<file path="src/rtl/axis_slip_decoder.sv">
// SLIP frame decoder: raw byte stream in, decoded AXI-Stream bytes out with
// tlast on the frame delimiter and tuser marking aborted frames.
module axis_slip_decoder #(
    parameter int unsigned MAX_FRAME_BYTES = 256,
    parameter logic [7:0]  END_CHAR        = 8'hC0,
    parameter logic [7:0]  ESC_CHAR        = 8'hDB,
    parameter logic [7:0]  ESC_END         = 8'hDC,
    parameter logic [7:0]  ESC_ESC         = 8'hDD
) (
    input  logic        clk,
    input  logic        sresetn,
    output logic        s_axis_tready,
    input  logic        s_axis_tvalid,
    input  logic [7:0]  s_axis_tdata,
    input  logic        m_axis_tready,
    output logic        m_axis_tvalid,
    output logic [7:0]  m_axis_tdata,
    output logic        m_axis_tlast,
    output logic        m_axis_tuser,
    output logic        frame_error,
    output logic [15:0] error_count
);

    localparam int unsigned CW      = $clog2(MAX_FRAME_BYTES + 1);
    localparam logic [CW-1:0] MAX_CNT = CW'(MAX_FRAME_BYTES);

    typedef enum logic [1:0] {
        NORMAL,
        ESCAPE,
        DISCARD
    } state_t;

    state_t          state, state_nxt;
    logic            hold_valid, hold_valid_nxt;
    logic [7:0]      hold_data, hold_data_nxt;
    logic [CW-1:0]   byte_cnt, byte_cnt_nxt;

    logic            out_valid;
    logic [7:0]      out_data;
    logic            out_last;
    logic            out_user;

    logic            accept;
    logic            dec_valid;
    logic [7:0]      dec_byte;
    logic            abort;
    logic            load;
    logic            ld_last;
    logic            ld_user;

    assign s_axis_tready = !out_valid || m_axis_tready;
    assign accept        = s_axis_tvalid && s_axis_tready;

    assign m_axis_tvalid = out_valid;
    assign m_axis_tdata  = out_data;
    assign m_axis_tlast  = out_last;
    assign m_axis_tuser  = out_user;

    always_comb begin
        state_nxt      = state;
        hold_valid_nxt = hold_valid;
        hold_data_nxt  = hold_data;
        byte_cnt_nxt   = byte_cnt;
        dec_valid      = 1'b0;
        dec_byte       = s_axis_tdata;
        abort          = 1'b0;
        load           = 1'b0;
        ld_last        = 1'b0;
        ld_user        = 1'b0;

        if (accept) begin
            unique case (state)
                NORMAL: begin
                    if (s_axis_tdata == END_CHAR) begin
                        if (hold_valid) begin
                            load    = 1'b1;
                            ld_last = 1'b1;
                        end
                        hold_valid_nxt = 1'b0;
                        byte_cnt_nxt   = '0;
                    end else if (s_axis_tdata == ESC_CHAR) begin
                        state_nxt = ESCAPE;
                    end else begin
                        dec_valid = 1'b1;
                    end
                end
                ESCAPE: begin
                    if (s_axis_tdata == ESC_END) begin
                        dec_valid = 1'b1;
                        dec_byte  = END_CHAR;
                        state_nxt = NORMAL;
                    end else if (s_axis_tdata == ESC_ESC) begin
                        dec_valid = 1'b1;
                        dec_byte  = ESC_CHAR;
                        state_nxt = NORMAL;
                    end else if (s_axis_tdata == END_CHAR) begin
                        abort     = 1'b1;
                        state_nxt = NORMAL;
                    end else begin
                        abort     = 1'b1;
                        state_nxt = DISCARD;
                    end
                end
                DISCARD: begin
                    if (s_axis_tdata == END_CHAR) begin
                        state_nxt = NORMAL;
                    end
                end
                default: state_nxt = NORMAL;
            endcase
        end

        // A decoded byte either pushes the previous one out or overflows the frame
        if (dec_valid) begin
            if (byte_cnt == MAX_CNT) begin
                abort     = 1'b1;
                state_nxt = DISCARD;
            end else begin
                if (hold_valid) begin
                    load = 1'b1;
                end
                hold_valid_nxt = 1'b1;
                hold_data_nxt  = dec_byte;
                byte_cnt_nxt   = byte_cnt + CW'(1);
            end
        end

        if (abort) begin
            if (hold_valid) begin
                load    = 1'b1;
                ld_last = 1'b1;
                ld_user = 1'b1;
            end
            hold_valid_nxt = 1'b0;
            byte_cnt_nxt   = '0;
        end
    end

    always_ff @(posedge clk or negedge sresetn) begin
        if (!sresetn) begin
            state      <= NORMAL;
            hold_valid <= 1'b0;
            hold_data  <= '0;
            byte_cnt   <= '0;
        end else begin
            state      <= state_nxt;
            hold_valid <= hold_valid_nxt;
            hold_data  <= hold_data_nxt;
            byte_cnt   <= byte_cnt_nxt;
        end
    end

    always_ff @(posedge clk or negedge sresetn) begin
        if (!sresetn) begin
            out_valid <= 1'b0;
            out_data  <= '0;
            out_last  <= 1'b0;
            out_user  <= 1'b0;
        end else if (load) begin
            out_valid <= 1'b1;
            out_data  <= hold_data;
            out_last  <= ld_last;
            out_user  <= ld_user;
        end else if (m_axis_tready) begin
            out_valid <= 1'b0;
        end
    end

    always_ff @(posedge clk or negedge sresetn) begin
        if (!sresetn) begin
            frame_error <= 1'b0;
            error_count <= '0;
        end else begin
            frame_error <= abort;
            if (abort && (error_count != '1)) begin
                error_count <= error_count + 16'd1;
            end
        end
    end

endmodule

</file>
<file path="config.mk">
export PLATFORM = sky130hd
export DESIGN_NAME = axis_slip_decoder
export DESIGN_NICKNAME = d
export VERILOG_FILES = /design/src/rtl/axis_slip_decoder.sv
export SDC_FILE = /design/constraint.sdc
export NUM_CORES = 1
export LEC_CHECK = 0
export ABC_AREA = 0
export BUFFER_PORTS_ARGS = -buffer_cell sky130_fd_sc_hd__clkbuf_2
export CORE_ASPECT_RATIO = 0.6
export CORE_MARGIN = 1
export CORE_UTILIZATION = 45
export DETAILED_ROUTE_END_ITERATION = 12
export HOLD_SLACK_MARGIN = 0.06
export PLACE_DENSITY = 0.67
export SYNTH_ARGS = -nofsm -noshare
export SYNTH_HDL_FRONTEND = slang
export SYNTH_SLANG_ARGS = --single-unit
</file>
<file path="constraint.sdc">
create_clock -name clk -period 3.3 [get_ports clk]
set_clock_uncertainty 0.05 [all_clocks]
set_input_delay 0.165 -clock clk [delete_from_list [all_inputs] [get_ports clk]]
set_output_delay 0.165 -clock clk [all_outputs]
set_load 0.005 [all_outputs]
</file>
; ---- Word level (Yosys, flattened, before mapping)
; Cells that the tools add are included.
[op_classes]
addsub = 2
eq_ne = 8
muxes = 51
bitwise = 1
n_reduce_logical = 7
[ops]
columns = op, n
row1 = $mux 9, 6
row2 = $eq 8x8->1 const B, 4
row3 = $mux 8, 4
row4 = $mux 1, 30
row5 = $mux 2, 9
row6 = $add 16x1->16 const B, 1
row7 = $ne 16x16->1 const B, 1
row8 = $add 9x1->9 const B, 1
row9 = $eq 9x9->1 const B, 1
row10 = $pmux 2 s3, 1
row11 = $eq 2x1->1 const B, 1
row12 = $eq 2x2->1 const B, 1
row13 = $logic_and 1x1->1, 2
row14 = $logic_not 2->1, 1
row15 = $pmux 1 s2, 1
row16 = $reduce_and 2->1, 1
row17 = $reduce_bool 2->1, 1
row18 = $logic_not 1->1, 1
row19 = $logic_or 1x1->1, 1
row20 = $not 1->1, 1
[totals]
regBits = 48
inputBits = 12

; ---- Longest topological paths before layout
; Gate-level depths: netlist (run 1).
[logic_depth]
depth_word = 10
ltp_mapped = 8
depth_no_buf = 7

; ---- Worst setup path before layout (run 1)
; OpenSTA, ideal clock, no wires.
[synth_timing]
path_kind = reg2reg
startpoint = reg error_count[0]
endpoint = reg error_count[8]
setup_time_ns = 0.123
arrival_time_ns = 1.852
required_time_ns = 3.127
path_slack_ns = 1.274
path_stages_with_launch = 9
path_cell_list = dfrtp_1 ha_1 and3_1 and3_2 buf_2 a32oi_4 buf_6 nand4_1 xnor2_1
[synth_between]
elab_chain_len = 2
[synth_lines]
columns = element, line
row1 = start: declaration, 21  ; output logic [15:0] error_count
row2 = start signal: assignment, 176  ; error_count <= error_count + 16'd1;
row3 = "parallel branches: the longest is 2 deep, another holds $add 16x1->16", n/a
; Parallel ways; which one is timed is not known.
; A chain may end at the register's enable or synchronous reset.

; ---- Final worst setup path (run 1)
[layout_timing]
startpoint = in s_axis_tdata[5]
endpoint = reg out_last (netlist: m_axis_tlast)
[layout_between]
elab_chain_len = 9
[layout_lines]
columns = element, line
row1 = start: declaration, 14  ; input logic [7:0] s_axis_tdata,
row2 = $eq 8x8->1, 74  ; if (s_axis_tdata == END_CHAR) begin
row3 = $mux 1, 74
row4 = $mux 1, 72  ; unique case (state)
row5 = $mux 1, 71  ; if (accept) begin
row6 = $mux 1, "119, 129"
row7 = $mux 1, 115  ; if (byte_cnt == MAX_CNT) begin
row8 = $mux 1, 114  ; if (dec_valid) begin
row9 = $mux 1, 129  ; if (hold_valid) begin
row10 = $mux 1, 128  ; if (abort) begin
row11 = end signal: assignment, 162  ; out_last <= ld_last;
row12 = end: declaration, 40  ; logic out_last;
; Parallel ways exist; a longest one is shown, timed or not.

==> results of run 1 <==
[registers in the layout, indices dropped and copies added, names as in the netlist]
register / count
error_count: 16
byte_cnt: 9
hold_data: 8
m_axis_tdata: 8
state: 2
frame_error: 1
hold_valid: 1
m_axis_tlast: 1
m_axis_tuser: 1
m_axis_tvalid: 1
[area by class of cell]
type | instances | area (sq um)
timing repair buffer | 46 | 255.2
clock buffer | 6 | 82.58
clock inverter | 1 | 8.758
inverter | 5 | 18.77
tap | 63 | 78.83
fill | 428 | 2064
sequential | 48 | 1201
multi-input combinational | 152 | 997.2
[final timing paths]
kind                            startpoint               to  slack, ns  cells after the start
setup / recovery           s_axis_tdata[5]     m_axis_tlast       0.84                      9
min in group asynchronous          sresetn  m_axis_tdata[2]       0.47                      2
max in group asynchronous          sresetn         state[1]       2.02                      3
setup reg to reg             m_axis_tvalid     m_axis_tlast       1.06                      7
hold / removal             s_axis_tdata[0]     hold_data[0]       0.08                      3
hold reg to reg               hold_data[0]     hold_data[0]       0.43                      2
[per-layer routing]
layer / global-route usage [%] / vias to the layer above
li1: - / 844
met1: 30.27 / 819
met2: 25.95 / 49
met3: 5.149 / 7
met4: 5.714 / 0
met5: 0 / -
[power breakdown]
part	total, uW	switching [uW]	leakage, uW	internal [uW]
sequential	847	106	0.000629	742
clock	364	197	0.0000473	167
combinational	438	231	0.000614	207
[per-stage QoR]
stage	power [uW]	cell area (sq um)	setup slack, ns	cells	hold slack, ns
2_1_floorplan	1127	2262	1.274	212	-0.1806
3_3_place_gp	1278	2511	1.074	310	0.3042
3_5_place_dp	1296	2511	1.083	310	0.2896
4_1_cts	1658	2643	0.8599	321	0.07743
5_1_grt	1763	2643	0.6546	321	0.08956
6_report	1649	2643	0.8359	321	0.08278
[repair_timing]
item / 4_1_cts / 5_1_grt
hold buffers: 4 / 0
setup endpoints to repair: 0 / 0
setup buffers: 0 / 0
endpoints found under the hold margin: 40 / 0
[worst min-delay path: stages]
cell	delay (ns)
clkbuf_2	0.13
nand2_1	0.07
nand2_1	0.04
[logic make-up after synthesis]
group,Yosys count,synth area share [%]
xor+xnor,15,5.808
simple gates,92,21.68
flops,48,53.10
compound gates,33,10.45
buf+inv,12,2.821
mux,9,4.480
fa+ha+maj,3,1.659
[cell usage in the layout (no fill, tap or decap), types with 2 or more instances in the layout]
cell            n
dfrtp_1        48
clkbuf_2       40
nand2_1        36
o21ai_0        19
xnor2_1        13
nand3_1        11
nor2_1          9
mux2_2          9
and3_1          8
nand4_1         8
clkbuf_8        6
inv_1           5
dlygate4sd3_1   4
nand2b_1        3
a21oi_1         3
ha_1            3
and4_1          2
xor2_1          2
and3_2          2
a31oi_1         2
a22o_1          2
buf_4           2
==> run metrics, run 1 <==
mean number of vias per cell 5.355; Final Hold Fails 0; GR Util All Layers 19.38%; RSZ-0062 raised after global routing no; DP Wirelength 3430 um; slew margin rel. 38.57%; register bit total from synthesis 48; Max Slew Vio Count 0; CTS tree built; actual slew at the worst max-slew pin 0.9214 ns; Final Util 56.14%; CP Cell Sequence dlygate4sd3_1, clkbuf_2, nand3b_1, o21ai_0, o211ai_1, buf_4, nor2_1, nand2_1, a22o_1; Crit path required time 3.44 ns; worst hold-check path type primary input to flop; number of nets in the layout 273; routability cong. 0.8534; critical path class primary input to flop; status complete, no violations; violation count after the first detailed-routing iteration 71; floorplan core area 0.004707 sq mm; first-pass GRT wire length 7845 um; ys flop type dfrtp_1; DR top layer met4; fin crit share 74.67%; clock-pin slew of the registers on the worst-case setup and hold paths 0.09 ns; gr ovfl total 0; number of enable flip-flop cells after synthesis 0; largest net degree at the start of global routing 39; leakage 0.001290 uW; met2 wire length 1886 um; power density over cell area 624.2 mW/mm^2; post-cts resize count 0; Die Width 93.54 um; fin crit period 2.464 ns; Sink Count 48; initial antenna violation count 0; max_cap viols 0; total CTS buffers 5; ANT cells 0; Crit-path slowest cell nor2_1; average size of a mapped cell 10.67 sq um; met3 routed wirelength 268 um; cell accounting for the most synthesized area dfrtp_1; number of global-route vias before repair 1599; die height 56.92 um; Placement Rows 19; Post-Synthesis Net Count 227; num ports 41; cell count after synthesis 212; setup_tns 0 ns; Worst Path Arrival 2.60 ns; final WL 4720 um; Critical Path End Type flop; crit-path leading delay family simple AND/OR/NAND/NOR gates; yosys warns 0; synth cell count leaders 48 x dfrtp_1, 36 x nand2_1, 19 x o21ai_0; drt drc 0; Area Overhead vs Synth 16.81%; most common cell in the netlist dfrtp_1; via count 1719; H-tree Lvls 2; register area share after synthesis 53.10%; DRT met1 WL 2528 um; CP Launch Type primary input; worst-path fanout max 12; asr flop ratio synth 100.0%; layout cell share with drive strength beyond 1 26.74%; Final setup viols 0; Max stage delay on crit path 0.59 ns; Port Buffer Count 40; Longest Clk Path Bufs 2; CP Buf/Inv Count 3; worst skew pair latency 0.30 ns; top cells by area, synth dfrtp_1 53%, nand2_1 6.0%, xnor2_1 5.0%, mux2_2 4.5%, o21ai_0 4.2%; drt pass-1 iters 4; Cell Area, Synth 0.002262 sq mm; Starting Density 48.06%; share of the synthesized area in the top cell type 53.10%; Routed Antenna Nets 0; DIE AREA 0.005324 sq mm; Max IR drop VDD 0.3232 mV; Max Fclk 0.4058 GHz; WL/cell 14.70 um; Yosys cell types 41; CTS root buf clkbuf_8
(Power assumes the default switching activity.)
==> run 2, diff against run 1 <==
ABC_AREA = 1   (was 0)
PLACE_DENSITY = 0.68   (was 0.67)
clock period = 2.2 ns   (was 3.3 ns; I/O delays follow)
==> run 2 against run 1 <==
Count of clock-buffer cells in the layout is the same. Critical path depth is the same. Final area grew 22%. Sequential power grew 40%. Synthesized cell count grew 73%. Wire length grew 39%. Utilization grew 0.33 points. Sequential share of layout area shrank 8.3 points. Hold slack lost 0.014 ns. Cell count grew 56%. Largest power group unchanged.
==> run metrics, run 2 <==
status complete, no violations (unchanged); largest net degree at the start of global routing 26 (was 39); leakage 0.001734 uW (was 0.001290 uW); mean number of vias per cell 5.036 (was 5.355); Largest regs error_count: 16 flops, byte_cnt: 9 flops (unchanged); NetSw 791.2 uW (was 533.5 uW); violation count after the first detailed-routing iteration 206 (was 71); cell count after synthesis 366 (was 212); drt pass-1 iters 5 (was 4); Area Overhead vs Synth 18.04% (was 16.81%); GR Util All Layers 22.14% (was 19.38%); yosys warns 0 (unchanged); ys flop type dfrtp_1 (unchanged); Reg power frac 51.5% (was 51.4%); clock-pin slew of the registers on the worst-case setup and hold paths 0.09 ns (about the same); critical path class flop to flop (was primary input to flop); WL/cell 13.12 um (was 14.70 um); number of enable flip-flop cells after synthesis 0 (unchanged); register bit total from synthesis 48 (unchanged); routability cong. 0.9012 (was 0.8534); Longest Clk Path Bufs 2 (unchanged); commonest non-fill, non-tap cell in the layout nand2_1 (was dfrtp_1); Critical Path End Type flop (unchanged); largest reg by FF count error_count (unchanged); Placement Setup Slack 0.1089 ns (was 1.083 ns); Max Fclk 0.4947 GHz; fin crit share 91.88%; worst skew pair latency 0.30 ns (about the same); number of global-route vias before repair 2185 (was 1599); Post-Synthesis Net Count 381 (was 227); asr flop ratio synth 100.0% (unchanged); reg2reg path depth 9 (was 7); worst-path fanout max 15 (was 12); actual slew at the worst max-slew pin 0.4525 ns (was 0.9214 ns); slew margin rel. 69.84% (was 38.57%); drt drc 0 (unchanged); die height 62.45 um (was 56.92 um); Min Hold Slack 0.06907 ns (was 0.08278 ns); Power Total 2318 uW (was 1649 uW); Clk pwr share 21.5% (was 22.1%); H-tree Lvls 2 (unchanged); DIE AREA 0.006416 sq mm (was 0.005324 sq mm); logic gate share of total power 27.1% (was 26.6%); Port Buffer Count 40 (unchanged); Switching Share 34.13% (was 32.34%); max_cap viols 0 (unchanged); worst hold-check path type primary input to flop (unchanged); Starting Density 47.84% (was 48.06%); power density over cell area 716.7 mW/mm^2 (was 624.2 mW/mm^2); Max stage delay on crit path 0.45 ns (was 0.59 ns); commonest cells after routing, fill and taps aside 116 x nand2_1, 48 x dfrtp_1, 40 x clkbuf_2, 38 x nand3_1, 37 x inv_1 (was 48 x dfrtp_1, 40 x clkbuf_2, 36 x nand2_1, 19 x o21ai_0, 13 x xnor2_1); Max Slew Vio Count 0 (unchanged); Routed Antenna Nets 0 (unchanged); crit-path leading delay family simple AND/OR/NAND/NOR gates (unchanged); Max IR drop VDD 0.3656 mV (was 0.3232 mV); Yosys cell types 31 (was 41); final worst slack 0.1786 ns (was 0.8359 ns); CP Cell Sequence ha_1, nand3_2, nor2_2, nand2_1, nor2_2, nand4_4, buf_4, nand3_1, nand2_1 (was dlygate4sd3_1, clkbuf_2, nand3b_1, o21ai_0, o211ai_1, buf_4, nor2_1, nand2_1, a22o_1); CTS root buf clkbuf_8 (unchanged); most common cell in the netlist nand2_1 (was dfrtp_1); average size of a mapped cell 7.487 sq um (was 10.67 sq um); Die Width 102.7 um (was 93.54 um); Cell Area, Synth 0.002740 sq mm (was 0.002262 sq mm); num ports 41 (unchanged); first-pass GRT wire length 10900 um (was 7845 um); internal power 1527 uW (was 1116 uW); CP Launch Type flop (was primary input); share of the synthesized area in the top cell type 43.84% (was 53.10%); DP Wirelength 4909 um (was 3430 um); Crit path depth 9 (unchanged); synth cell count leaders 116 x nand2_1, 48 x dfrtp_1, 38 x nand3_1 (was 48 x dfrtp_1, 36 x nand2_1, 19 x o21ai_0); final WL 6584 um (was 4720 um); Placement Rows 21 (was 19); Final Hold Fails 0 (unchanged); RSZ-0062 raised after global routing no (unchanged); Crit path required time 2.35 ns (was 3.44 ns); number of nets in the layout 437 (was 273); Sink Count 48 (unchanged); total CTS buffers 5 (unchanged); initial antenna violation count 0 (unchanged); ANT cells 0 (unchanged); register area share after synthesis 43.84% (was 53.10%); gr ovfl total 0 (unchanged); layout cell share with drive strength beyond 1 18.72% (was 26.74%); floorplan core area 0.005728 sq mm (was 0.004707 sq mm); Worst Path Arrival 2.17 ns (was 2.60 ns); top cells by area, synth dfrtp_1 44%, nand2_1 16%, nand3_1 6.9%, inv_1 5.1%, nor2_1 4.7% (was dfrtp_1 53%, nand2_1 6.0%, xnor2_1 5.0%, mux2_2 4.5%, o21ai_0 4.2%); CTS tree built (unchanged); Final setup viols 0 (unchanged); setup_tns 0 ns (unchanged); cell accounting for the most synthesized area dfrtp_1 (unchanged); Crit-path slowest cell dfrtp_1 (was nor2_1); CP Buf/Inv Count 1 (was 3); hold-critical path depth 3 (unchanged); via count 2528 (was 1719); max reg flops 16 (unchanged); fin crit period 2.021 ns
[run 2: cell types whose count changed in the layout (fill, tap and decap cells not counted), sizes merged, moves of 5 or more]
cell	delta
nand2	+88
nand3	+29
mux2	-9
nand4	-6
buf	+7
xor2	+8
inv	+37
and3	-10
nor2	+32
nor3	+5
xnor2	-7
[run 2: worst paths after layout]
path                                 start               to  slack [ns]
min reg2reg                m_axis_tdata[5]  m_axis_tdata[5]        0.43
min                        s_axis_tdata[2]     hold_data[2]        0.07
min in group asynchronous          sresetn     m_axis_tlast        0.09
max                         error_count[0]  error_count[12]        0.18
max reg2reg                 error_count[0]  error_count[12]        0.18
max in group asynchronous          sresetn         state[1]        1.49
[run 2: kinds of logic (layout without fill, tap and decap cells)]
| family | count (synthesis) | after routing | share of synthesized area (%) |
|---|---|---|---|
| AO/OA/AOI/OAI | 33 | 33 | 6.804 |
| buffers and inverters | 50 | 106 | 7.671 |
| AND/OR/NAND/NOR | 216 | 216 | 35.21 |
| adder cells (fa/ha/maj) | 3 | 3 | 1.370 |
| flip-flops | 48 | 48 | 43.84 |
| XOR/XNOR | 16 | 16 | 5.114 |
[run 2: what timing repair did]
item | CTS | global route
setup buffers | 0 | 2
setup endpoints to repair | 0 | 16
gates resized for setup | 0 | 1
hold buffers | 8 | 0
hold endpoints to repair | 55 | 0
[run 2: cell type report]
type / count / area, sq um
inverter: 42 / 157.7
fill: 545 / 2494
tap: 80 / 100.1
clock buffer: 6 / 72.57
multi-input combinational: 268 / 1338
clock inverter: 1 / 5.005
timing repair buffer: 57 / 360.3
sequential: 48 / 1201
[run 2: worst register-to-register path, stage by stage, from the launching register on]
cell     delay, ns
dfrtp_1       0.45
ha_1          0.28
nand3_2       0.14
nor2_2        0.21
nand2_1       0.09
nor2_2        0.16
nand4_4       0.12
buf_4         0.23
nand3_1       0.12
nand2_1       0.07
[run 2: power by group through the flow]
stage | clock network (uW) | logic (uW) | registers (uW)
2_1_floorplan | 0 | 397 | 1190
3_3_place_gp | 0 | 600 | 1200
3_5_place_dp | 0 | 614 | 1210
4_1_cts | 511 | 626 | 1200
5_1_grt | 539 | 721 | 1220
6_report | 498 | 627 | 1190
[run 2: layer usage]
metal / track usage (%) / up-vias / routed length (um)
met5: 0 / - / 0
met4: 5.282 / 0 / 38
met2: 27.00 / 102 / 2546
met1: 37.83 / 1155 / 3454
met3: 5.034 / 4 / 544
li1: - / 1267 / -
[run 2: metrics by stage]
stage | area (sq um) | std cells | util [%]
2_1_floorplan | 2740 | 366 | -
3_3_place_gp | 3040 | 485 | 53.08
3_5_place_dp | 3040 | 485 | 53.08
4_1_cts | 3198 | 500 | 55.83
5_1_grt | 3234 | 502 | 56.47
6_report | 3234 | 502 | 56.47
